[config.mk]
export PLATFORM = sky130hd
export DESIGN_NAME = pid_state_sampler_flat
export DESIGN_NICKNAME = d
export VERILOG_FILES = /design/src/rtl/pid_state_sampler_pkg.sv /design/src/rtl/pid_state_sampler_if.sv /design/src/rtl/pid_state_sampler_int32_to_float_seq.sv /design/src/rtl/pid_state_sampler.sv /design/src/flat_wrapper.sv
export SDC_FILE = /design/constraint.sdc
export NUM_CORES = 1
export LEC_CHECK = 0
export ABC_AREA = 1
export BUFFER_PORTS_ARGS = -buffer_cell sky130_fd_sc_hd__buf_4
export CAP_MARGIN = 10
export CORE_UTILIZATION = 60
export CTS_CLUSTER_DIAMETER = 100
export DETAILED_ROUTE_END_ITERATION = 16
export MAX_ROUTING_LAYER = met4
export PLACE_DENSITY = 0.81
export SYNTH_ARGS = -nofsm -noshare
export SYNTH_HDL_FRONTEND = slang
export SYNTH_SLANG_ARGS = --single-unit
export TNS_END_PERCENT = 30
[constraint.sdc]
create_clock -name clock -period 3.01 [get_ports clock]
set_input_delay 0.1505 -clock clock [delete_from_list [all_inputs] [get_ports clock]]
set_output_delay 0.1505 -clock clock [all_outputs]
set_load 0.02 [all_outputs]
[src/rtl/pid_state_sampler_pkg.sv]
`default_nettype none
// +----------------------------------------------------------------------+
// | pid_pkg : shared types and constants for the PID state sampler       |
// | Revision: 1.0                                                        |
// +----------------------------------------------------------------------+
package pid_pkg;

   typedef enum logic [1:0] {
      CTRL_POSITION     = 2'd0,
      CTRL_VELOCITY     = 2'd1,
      CTRL_DISPLACEMENT = 2'd2,
      CTRL_RESERVED     = 2'd3
   } ctrl_mode_t;

   typedef enum logic [1:0] {
      S_IDLE    = 2'd0,
      S_CONVERT = 2'd1,
      S_OUTPUT  = 2'd2
   } sampler_state_t;

   typedef enum logic [1:0] {
      CONV_IDLE  = 2'd0,
      CONV_NORM  = 2'd1,
      CONV_ROUND = 2'd2
   } conv_state_t;

   localparam logic [31:0] FLOAT_ZERO     = 32'h0000_0000;
   localparam int          FLOAT_EXP_BIAS = 127;
   // Exponent of a value whose leading one sits at bit 31.
   localparam int          INT32_EXP_MAX  = FLOAT_EXP_BIAS + 31;

endpackage
`default_nettype wire

[src/rtl/pid_state_sampler_if.sv]
`default_nettype none
// +----------------------------------------------------------------------+
// | pid_state_sampler_if : sample inputs and float state outputs          |
// | Revision: 1.0                                                        |
// +----------------------------------------------------------------------+
interface pid_state_sampler_if;
   logic        enable;
   logic        sample_req;
   logic [1:0]  control_mode;
   logic [31:0] position;
   logic [31:0] displacement;
   logic [31:0] state;
   logic        update_controller;
   logic        busy;
   logic        overrun;

   modport master (
      output enable, sample_req, control_mode, position, displacement,
      input  state, update_controller, busy, overrun
   );

   modport slave (
      input  enable, sample_req, control_mode, position, displacement,
      output state, update_controller, busy, overrun
   );
endinterface
`default_nettype wire

[src/rtl/pid_state_sampler_int32_to_float_seq.sv]
`default_nettype none
// +----------------------------------------------------------------------+
// | int32_to_float_seq : serial int32 -> IEEE-754 single, 1 bit/cycle     |
// | Revision: 1.0                                                        |
// +----------------------------------------------------------------------+
module int32_to_float_seq
   import pid_pkg::*;
(
   input  wire logic        clock,
   input  wire logic        reset,
   input  wire logic        start,
   input  wire logic [31:0] raw,
   output logic             done,
   output logic [31:0]      result
);

   conv_state_t r_fsm;
   logic        r_sign;
   logic [31:0] r_mag;
   logic [4:0]  r_shifts;
   logic        r_done;
   logic [31:0] r_result;

   logic        w_round_up;
   logic [23:0] w_mant_sum;
   logic [7:0]  w_exp;

   // Nearest-even: round up on guard with sticky, or on an exact tie with odd lsb.
   assign w_round_up = r_mag[7] & ((|r_mag[6:0]) | r_mag[8]);
   assign w_mant_sum = {1'b0, r_mag[30:8]} + {23'd0, w_round_up};
   assign w_exp      = 8'(INT32_EXP_MAX) - {3'b000, r_shifts} + {7'd0, w_mant_sum[23]};

   always_ff @(posedge clock) begin
      if (reset) begin
         r_fsm    <= CONV_IDLE;
         r_sign   <= 1'b0;
         r_mag    <= '0;
         r_shifts <= '0;
         r_done   <= 1'b0;
         r_result <= FLOAT_ZERO;
      end else begin
         r_done <= 1'b0;
         case (r_fsm)
            CONV_IDLE: begin
               if (start) begin
                  r_sign   <= raw[31];
                  r_mag    <= raw[31] ? (~raw + 32'd1) : raw;
                  r_shifts <= '0;
                  r_fsm    <= CONV_NORM;
               end
            end
            CONV_NORM: begin
               if (r_mag == 32'd0) begin
                  r_result <= FLOAT_ZERO;
                  r_done   <= 1'b1;
                  r_fsm    <= CONV_IDLE;
               end else if (r_mag[31]) begin
                  r_fsm <= CONV_ROUND;
               end else begin
                  r_mag    <= r_mag << 1;
                  r_shifts <= r_shifts + 5'd1;
               end
            end
            CONV_ROUND: begin
               // A mantissa carry-out leaves the low 23 bits at zero already.
               r_result <= {r_sign, w_exp, w_mant_sum[22:0]};
               r_done   <= 1'b1;
               r_fsm    <= CONV_IDLE;
            end
            default: r_fsm <= CONV_IDLE;
         endcase
      end
   end

   assign done   = r_done;
   assign result = r_result;

endmodule
`default_nettype wire

[src/rtl/pid_state_sampler.sv]
`default_nettype none
// +----------------------------------------------------------------------+
// | pid_state_sampler : periodic encoder sampler feeding the float PID   |
// | Revision: 1.0                                                        |
// +----------------------------------------------------------------------+
module pid_state_sampler
   import pid_pkg::*;
#(
   parameter int SAMPLE_PERIOD = 50000
) (
   input  wire logic          clock,
   input  wire logic          reset,
   pid_state_sampler_if.slave bus
);

   localparam int                c_tick_w    = (SAMPLE_PERIOD > 2) ? $clog2(SAMPLE_PERIOD) : 1;
   localparam logic [c_tick_w-1:0] c_tick_last = c_tick_w'(SAMPLE_PERIOD - 1);

   if (SAMPLE_PERIOD < 40) begin : g_period_check
      $error("pid_state_sampler: SAMPLE_PERIOD must be >= 40");
   end

   sampler_state_t      r_fsm;
   logic [c_tick_w-1:0] r_tick;
   logic                r_enable_d;
   logic [31:0]         r_pos_prev;
   logic                r_primed;
   logic [31:0]         r_state;
   logic                r_update;
   logic                r_busy;
   logic                r_overrun;

   logic        w_tick_wrap;
   logic        w_trigger;
   logic        w_accept;
   logic        w_enable_rise;
   logic        w_primed_eff;
   ctrl_mode_t  w_mode;
   logic [31:0] w_raw;
   logic        w_conv_done;
   logic [31:0] w_conv_result;

   assign w_tick_wrap   = bus.enable && (r_tick == c_tick_last);
   assign w_trigger     = w_tick_wrap || bus.sample_req;
   assign w_accept      = w_trigger && (r_fsm == S_IDLE);
   assign w_enable_rise = bus.enable && !r_enable_d;
   // A sample taken in the same cycle enable rises must already see primed cleared.
   assign w_primed_eff  = r_primed && !w_enable_rise;
   assign w_mode        = ctrl_mode_t'(bus.control_mode);

   always_comb begin
      w_raw = '0;
      case (w_mode)
         CTRL_POSITION:     w_raw = bus.position;
         CTRL_VELOCITY:     w_raw = w_primed_eff ? (bus.position - r_pos_prev) : 32'd0;
         CTRL_DISPLACEMENT: w_raw = bus.displacement;
         default:           w_raw = '0;
      endcase
   end

   int32_to_float_seq u_conv (
      .clock  (clock),
      .reset  (reset),
      .start  (w_accept),
      .raw    (w_raw),
      .done   (w_conv_done),
      .result (w_conv_result)
   );

   always_ff @(posedge clock) begin
      if (reset) begin
         r_fsm      <= S_IDLE;
         r_tick     <= '0;
         r_enable_d <= 1'b0;
         r_pos_prev <= '0;
         r_primed   <= 1'b0;
         r_state    <= FLOAT_ZERO;
         r_update   <= 1'b0;
         r_busy     <= 1'b0;
         r_overrun  <= 1'b0;
      end else begin
         r_enable_d <= bus.enable;
         r_update   <= 1'b0;

         if (!bus.enable || w_tick_wrap) r_tick <= '0;
         else                            r_tick <= r_tick + 1'b1;

         if (w_accept) begin
            r_pos_prev <= bus.position;
            r_primed   <= 1'b1;
         end else if (w_enable_rise) begin
            r_primed <= 1'b0;
         end

         // Triggers during a conversion are dropped, keeping pos_prev on the older sample.
         if (w_trigger && (r_fsm != S_IDLE)) r_overrun <= 1'b1;

         case (r_fsm)
            S_IDLE: begin
               if (w_accept) begin
                  r_busy <= 1'b1;
                  r_fsm  <= S_CONVERT;
               end
            end
            S_CONVERT: begin
               if (w_conv_done) begin
                  r_state  <= w_conv_result;
                  r_update <= 1'b1;
                  r_fsm    <= S_OUTPUT;
               end
            end
            S_OUTPUT: begin
               r_busy <= 1'b0;
               r_fsm  <= S_IDLE;
            end
            default: begin
               r_busy <= 1'b0;
               r_fsm  <= S_IDLE;
            end
         endcase
      end
   end

   assign bus.state             = r_state;
   assign bus.update_controller = r_update;
   assign bus.busy              = r_busy;
   assign bus.overrun           = r_overrun;

endmodule
`default_nettype wire
[src/flat_wrapper.sv]
// flat-port wrapper written by rule: the top's interface ports become plain ports
module pid_state_sampler_flat import pid_pkg::*;
#(
   parameter int SAMPLE_PERIOD = 50000
)
  (clock, reset, bus_enable, bus_sample_req, bus_control_mode, bus_position, bus_displacement, bus_state, bus_update_controller, bus_busy, bus_overrun);
  pid_state_sampler_if bus_i ();
  input  wire logic clock;
  input  wire logic reset;
  input wire logic [$bits(bus_i.enable)-1:0] bus_enable;
  input wire logic [$bits(bus_i.sample_req)-1:0] bus_sample_req;
  input wire logic [$bits(bus_i.control_mode)-1:0] bus_control_mode;
  input wire logic [$bits(bus_i.position)-1:0] bus_position;
  input wire logic [$bits(bus_i.displacement)-1:0] bus_displacement;
  output wire logic [$bits(bus_i.state)-1:0] bus_state;
  output wire logic [$bits(bus_i.update_controller)-1:0] bus_update_controller;
  output wire logic [$bits(bus_i.busy)-1:0] bus_busy;
  output wire logic [$bits(bus_i.overrun)-1:0] bus_overrun;
  assign bus_i.enable = bus_enable;
  assign bus_i.sample_req = bus_sample_req;
  assign bus_i.control_mode = bus_control_mode;
  assign bus_i.position = bus_position;
  assign bus_i.displacement = bus_displacement;
  assign bus_state = bus_i.state;
  assign bus_update_controller = bus_i.update_controller;
  assign bus_busy = bus_i.busy;
  assign bus_overrun = bus_i.overrun;
  pid_state_sampler #(.SAMPLE_PERIOD(SAMPLE_PERIOD)) u_core (.clock(clock), .reset(reset), .bus(bus_i));
endmodule
# After elaboration in Yosys (flattened, before gate mapping)

Cells that the tools add are included.

Word-level logic and storage cells: 95
Input bits: 70
Output and inout bits: 35
Bits in registers: 160

Reductions and logical operators: 29
Muxes and demuxes: 26
Bitwise logic cells: 4
Add/subtract/negate cells: 7
Eq/ne operators: 13

Operator list:

| kind                    | number |
|---|---|
| $mux W32                | 6 |
| $pmux W32 S2            | 2 |
| $pmux W32 S3            | 1 |
| $add A32 B1 Y32 const B | 1 |
| $logic_not A32 Y1       | 1 |
| $not A32 Y32            | 1 |
| $sub A32 B32 Y32        | 1 |
| $add A23 B1 Y24         | 1 |
| $add A16 B1 Y16 const B | 1 |
| $eq A16 B16 Y1 const B  | 1 |
| $mux W5                 | 3 |
| $ne A2 B2 Y1 const B    | 6 |
| $reduce_and A2 Y1       | 6 |
| $pmux W5 S2             | 1 |
| $add A8 B1 Y8           | 1 |
| $mux W2                 | 4 |
| $pmux W2 S2             | 2 |
| $reduce_bool A2 Y1      | 4 |
| $sub A8 B5 Y8 const A   | 1 |
| $reduce_or A7 Y1        | 1 |
| $eq A2 B1 Y1 const B    | 3 |
| $logic_not A2 Y1        | 3 |
| $add A5 B1 Y5 const B   | 1 |
| $logic_and A1 B1 Y1     | 5 |
| 12 further kinds        | 22 |

# Logic depth before layout (Yosys ltp)

Depth in word-level cells: 11
Mapped depth: 23
Mapped depth without buffers: 22

# By module

From an unflattened synthesis, not the netlist that was laid out.

Cells, all modules: 2048
Area, all modules: 11785.1 um^2

Modules (own cells, without submodules):

| module             | seq. area each (um^2) | times used | cells an instance | area each (um^2) |
|---|---|---|---|---|
| pid_state_sampler  | 1741.7                | 1          | 1132              | 6572.6 |
| int32_to_float_seq | 1461.4                | 1          | 916               | 5212.5 |

# Worst setup path before layout

No wires, ideal clock.

Kind: reg2reg
From: register u_core.u_conv.r_mag[8]
To: register u_core.u_conv.r_result[24], in the netlist u_core.u_conv.result[24]
Cell stages (with the launch flop): 17
Clock period less this slack: 2717 ps
Arrival: 2646 ps
Path slack: 293 ps
Buffers on the path: 0
Cells stage by stage: dfxtp_1 > nand2_1 > inv_2 > nand3_1 > nor3_1 > inv_2 > nor2_4 > nand4_1 > nor4_2 > nand4_1 > nor2_1 > nand2_1 > or3_1 > ha_1 > ha_1 > or2_2 > a21oi_1

Longest elaborated chain between the ends: 5

Ends and longest elaborated chain:

| element                | line                                       | RTL |
|---|---|---|
| start, declared        | pid_state_sampler_int32_to_float_seq.sv:19 | `logic [31:0] r_mag;` |
| start signal, assigned | pid_state_sampler_int32_to_float_seq.sv:47 | `r_mag <= raw[31] ? (~raw + 32'd1) : raw;` |
| start signal, assigned | pid_state_sampler_int32_to_float_seq.sv:60 | `r_mag <= r_mag << 1;` |
| $or A1 B1 Y1           | pid_state_sampler_int32_to_float_seq.sv:29 | `assign w_round_up = r_mag[7] & ((\|r_mag[6:0]) \| r_mag[8]);` |
| $and A1 B1 Y1          | pid_state_sampler_int32_to_float_seq.sv:29 |  |
| $add A23 B1 Y24        | pid_state_sampler_int32_to_float_seq.sv:30 | `assign w_mant_sum = {1'b0, r_mag[30:8]} + {23'd0, w_round_up};` |
| $add A8 B1 Y8          | pid_state_sampler_int32_to_float_seq.sv:31 | `assign w_exp = 8'(INT32_EXP_MAX) - {3'b000, r_shifts} + {7'd0, w_mant_sum[23]};` |
| $pmux W32 S2           | pid_state_sampler_int32_to_float_seq.sv:43 | `case (r_fsm)` |
| end signal, assigned   | pid_state_sampler_int32_to_float_seq.sv:66 | `r_result <= {r_sign, w_exp, w_mant_sum[22:0]};` |
| end, declared          | pid_state_sampler_int32_to_float_seq.sv:22 | `logic [31:0] r_result;` |

Parallel ways exist; a longest one is shown, timed or not.
A chain may end at the register's enable or synchronous reset.

# Final worst setup path

From: register u_core.u_conv.r_mag[8]
To: register u_core.u_conv.r_result[27], in the netlist u_core.u_conv.result[27]

Same word-level chain as after synthesis.

==> out/metrics.csv <==
stage,metric,value,unit
run_status,status,"finished, final reports clean",
sta,finalCritPeriodShare,0.957,
critical_path,critPathMaxFanout,3,
floorplan,design.core.area,17500,µm²
global_route,grt_max_degree,84,
critical_path,endpoint_kind,register,
clocking,cts_tree,done,
logic_synthesis,syn_area,10900,µm²
logic_synthesis,synth-edff-count,0,
critical_path,crit_arrival,3.24,ns
clocking,htree_num_levels,4,
floorplan,die_h,137,µm
sta,max_freq,347,MHz
sta,timing.slew.headroom,0.302,
layout,fin_nets,1924,
power_and_ir_drop,p_clk_frac,0.301,
logic_synthesis,synth_cells,1723,
power_and_ir_drop,p_sw,2.95,mW
routing,vias,11220,
sta,finalSetupTns,0,ns
logic_synthesis,synth_most_common_cell,nand2_1,
logic_synthesis,ys_top_cells_by_count,"nand2_1, inv_1, a21oi_1",
global_route,grt_usage,0.323,
sta,slew_viol_final,0,
place,portBuffers,104,
power_and_ir_drop,power_frac_comb,0.346,
routing,vias_per_cell,5.47,
clocking,clk_pin_slew,0.07,ns
place,dpl_worst_slack,-0.00835,ns
min_path,hold_path.class,in -> reg,
routing,dr.pass1.iters,7,
critical_path,critPathLaunchType,register,
clocking,root_buffer,clkbuf_16,
sta,period_minus_slack,2.88,ns
power_and_ir_drop,p_leak,5.82,nW
power_and_ir_drop,vdd_ir_drop_max,0.460,mV
min_path,min-delay-start,bus_position[8],
logic_synthesis,synthTopCellsByArea,"dfxtp_1, nand2_1, inv_1",
floorplan,fp.dieArea,18600,µm²
clocking,cts.sinks,160,
critical_path,cp-startpoint,u_core.u_conv.r_mag[8]$_SDFFE_PP0P_,
layout,layout-drive-gt1-share,0.163,
power_and_ir_drop,swShare,0.396,
power_and_ir_drop,finalPower,7.44,mW
clocking,insertion_delay,0.44,ns
clocking,cts-buffers-inserted,17,
global_route,grt_pass1_vias,10114,
logic_synthesis,yosysTopAreaCell,dfxtp_1,
global_route,overflow,0,
logic_synthesis,ys_warn_count,0,
floorplan,ioPinCount,105,
logic_synthesis,syn_nets,1834,
critical_path,critPathKind,reg -> reg,
layout,utilization,0.723,
logic_synthesis,ys_types,55,
layout,postLayoutCellArea,12600,µm²
critical_path,worstPathRequired,3.37,ns
floorplan,start_util,0.621,
routing,drt-initial-drc-count,748,
global_route,grt_pass1_wl,47000,µm
sta,fin_ws,0.130,ns
logic_synthesis,async_reset_ff_frac,0,
power_and_ir_drop,p_seq_frac,0.352,
sta,tightestPinTransition,1.04,ns
sta,setup_viol,0,
place,place_area,11800,µm²
logic_synthesis,synth.avg_cell_area,6.30,µm²
logic_synthesis,synth-seq-cells,160,
floorplan,num_rows,48,
job,maxCapViolCount,0,
logic_synthesis,synth_top_area_frac,0.295,
layout,syn_to_final_growth,16.4,%
clocking,clk_path_buf_depth,2,
place,gp_congestion,0.948,
place,hpwl,21000,µm
sta,hold_viol_final,0,
global_route,antenna_found_initial,0,
floorplan,dieWidth,137,µm
critical_path,worstReg2RegStart,u_core.u_conv.r_mag[8]$_SDFFE_PP0P_,
routing,drcViolationCount,0,
logic_synthesis,ys_seq_area_frac,0.295,
routing,wirelength,28700,µm
logic_synthesis,synth_top_flop_cell,dfxtp_1,
routing,drtAntennaViolNets,0,
power_and_ir_drop,power_density,589,nW/µm²
layout,n_antenna_cell,0,
power_and_ir_drop,p_int,4.49,mW
routing,avgRoutedWirePerCell,14.0,µm
sta,skew,0.0143,ns
## power by group through the flow
stage,combinational [mW],clock [mW],sequential [mW]
after CTS,2.48,2.25,2.61
after floorplan,1.88,0,2.58
final,2.58,2.24,2.62
after detailed placement,2.44,0,2.65
after global routing,2.89,2.34,2.66
after global placement,2.39,0,2.64
## cell usage in the layout (no fill, tap or decap), types with 7 or more instances in the layout
cell / instances
nand3b_1: 11
a21oi_2: 10
nor2_4: 8
nor2_2: 23
nand3_2: 14
a21oi_1: 167
nand2_2: 28
nor3_1: 14
clkbuf_16: 17
nor2_1: 93
a31oi_1: 12
nand2_1: 451
dfxtp_1: 156
o21bai_1: 7
buf_4: 130
nand4_1: 21
xor2_1: 14
a22o_1: 28
o21ai_0: 76
inv_1: 258
o21ai_1: 7
or2_2: 7
inv_2: 14
nor4_1: 8
ha_1: 32
nand3_1: 140
## worst max-delay path: stages (launching register included)
cell	delay, ns
dfxtp_2	0.34
nand2_2	0.06
inv_2	0.08
nand3_4	0.08
nor3_4	0.13
inv_2	0.07
nor2_4	0.09
nand4_1	0.18
nor4_4	0.23
nand4_1	0.15
nor2_1	0.11
nand2_1	0.08
or3_4	0.41
ha_4	0.18
ha_4	0.16
nand2_1	0.08
xor2_1	0.15
nand2_1	0.09
a21oi_2	0.14
## layout make-up
| cell class | instances | area (µm²) |
|---|---|---|
| clock inverters | 14 | 166 |
| multi-input cells | 1225 | 6510 |
| repair buffers | 132 | 996 |
| inverters | 277 | 1050 |
| flip-flops and latches | 160 | 3210 |
| clock buffers | 18 | 429 |
| fillers | 1475 | 4830 |
| well taps | 225 | 282 |
## per-layer routing
metal  vias up  track usage  part of all wire
li1       5753            -                 -
met5         -            -                 0
met2       363        0.548              0.48
met3        68       0.0348             0.045
met1      5036        0.397              0.45
met4         0        0.114             0.027
## logic make-up (layout without fill, tap and decap cells)
family          after synthesis  after routing  share of synthesized area
simple gates                840            840                      0.349
buf+inv                     338            441                      0.122
compound gates              326            326                      0.171
flops                       160            160                      0.295
fa+ha+maj                    41             41                     0.0479
xor+xnor                     18             18                     0.0145
## sequential cells by signal, indices dropped and copies added, names as in the netlist
| register | count |
|---|---|
| u_core.u_conv.done | 1 |
| u_core.bus.overrun | 1 |
| u_core.r_fsm | 2 |
| u_core.bus.update_controller | 1 |
| u_core.u_conv.r_shifts | 5 |
| u_core.r_tick | 16 |
| u_core.u_conv.r_sign | 1 |
| u_core.u_conv.r_fsm | 2 |
| u_core.r_enable_d | 1 |
| u_core.u_conv.r_mag | 32 |
| u_core.r_pos_prev | 32 |
| u_core.u_conv.result | 32 |
| u_core.bus.state | 32 |
| u_core.bus.busy | 1 |
| u_core.r_primed | 1 |
## timing repair
| item | in CTS | in global routing |
|---|---|---|
| resized for setup | 8 | 44 |
| hold endpoints to repair | 5 | 0 |
| hold buffers | 2 | 0 |
| pin swaps | 5 | 12 |
| setup buffers | 1 | 3 |
| setup endpoints to repair | 3 | 27 |
## worst paths after layout
| kind | to | slack [ns] | depth (start not counted) |
|---|---|---|---|
| setup / recovery | u_core.u_conv.result[27]$_SDFFE_PP0P_ | 0.13 | 18 |
| hold / removal | u_core.r_pos_prev[8]$_SDFFE_PP0P_ | 0.01 | 3 |
| setup reg to reg | u_core.u_conv.result[27]$_SDFFE_PP0P_ | 0.13 | 18 |
| hold reg to reg | u_core.r_tick[0]$_SDFF_PP0_ | 0.46 | 1 |
## metrics by stage
stage          cells  hold slack [ns]
2_1_floorplan   1723            0.291
3_3_place_gp    2013            0.370
3_5_place_dp    2013            0.370
4_1_cts         2048          0.00825
5_1_grt         2051           0.0274
6_report        2051           0.0104
No activity file was read; power rests on OpenSTA's default activity.
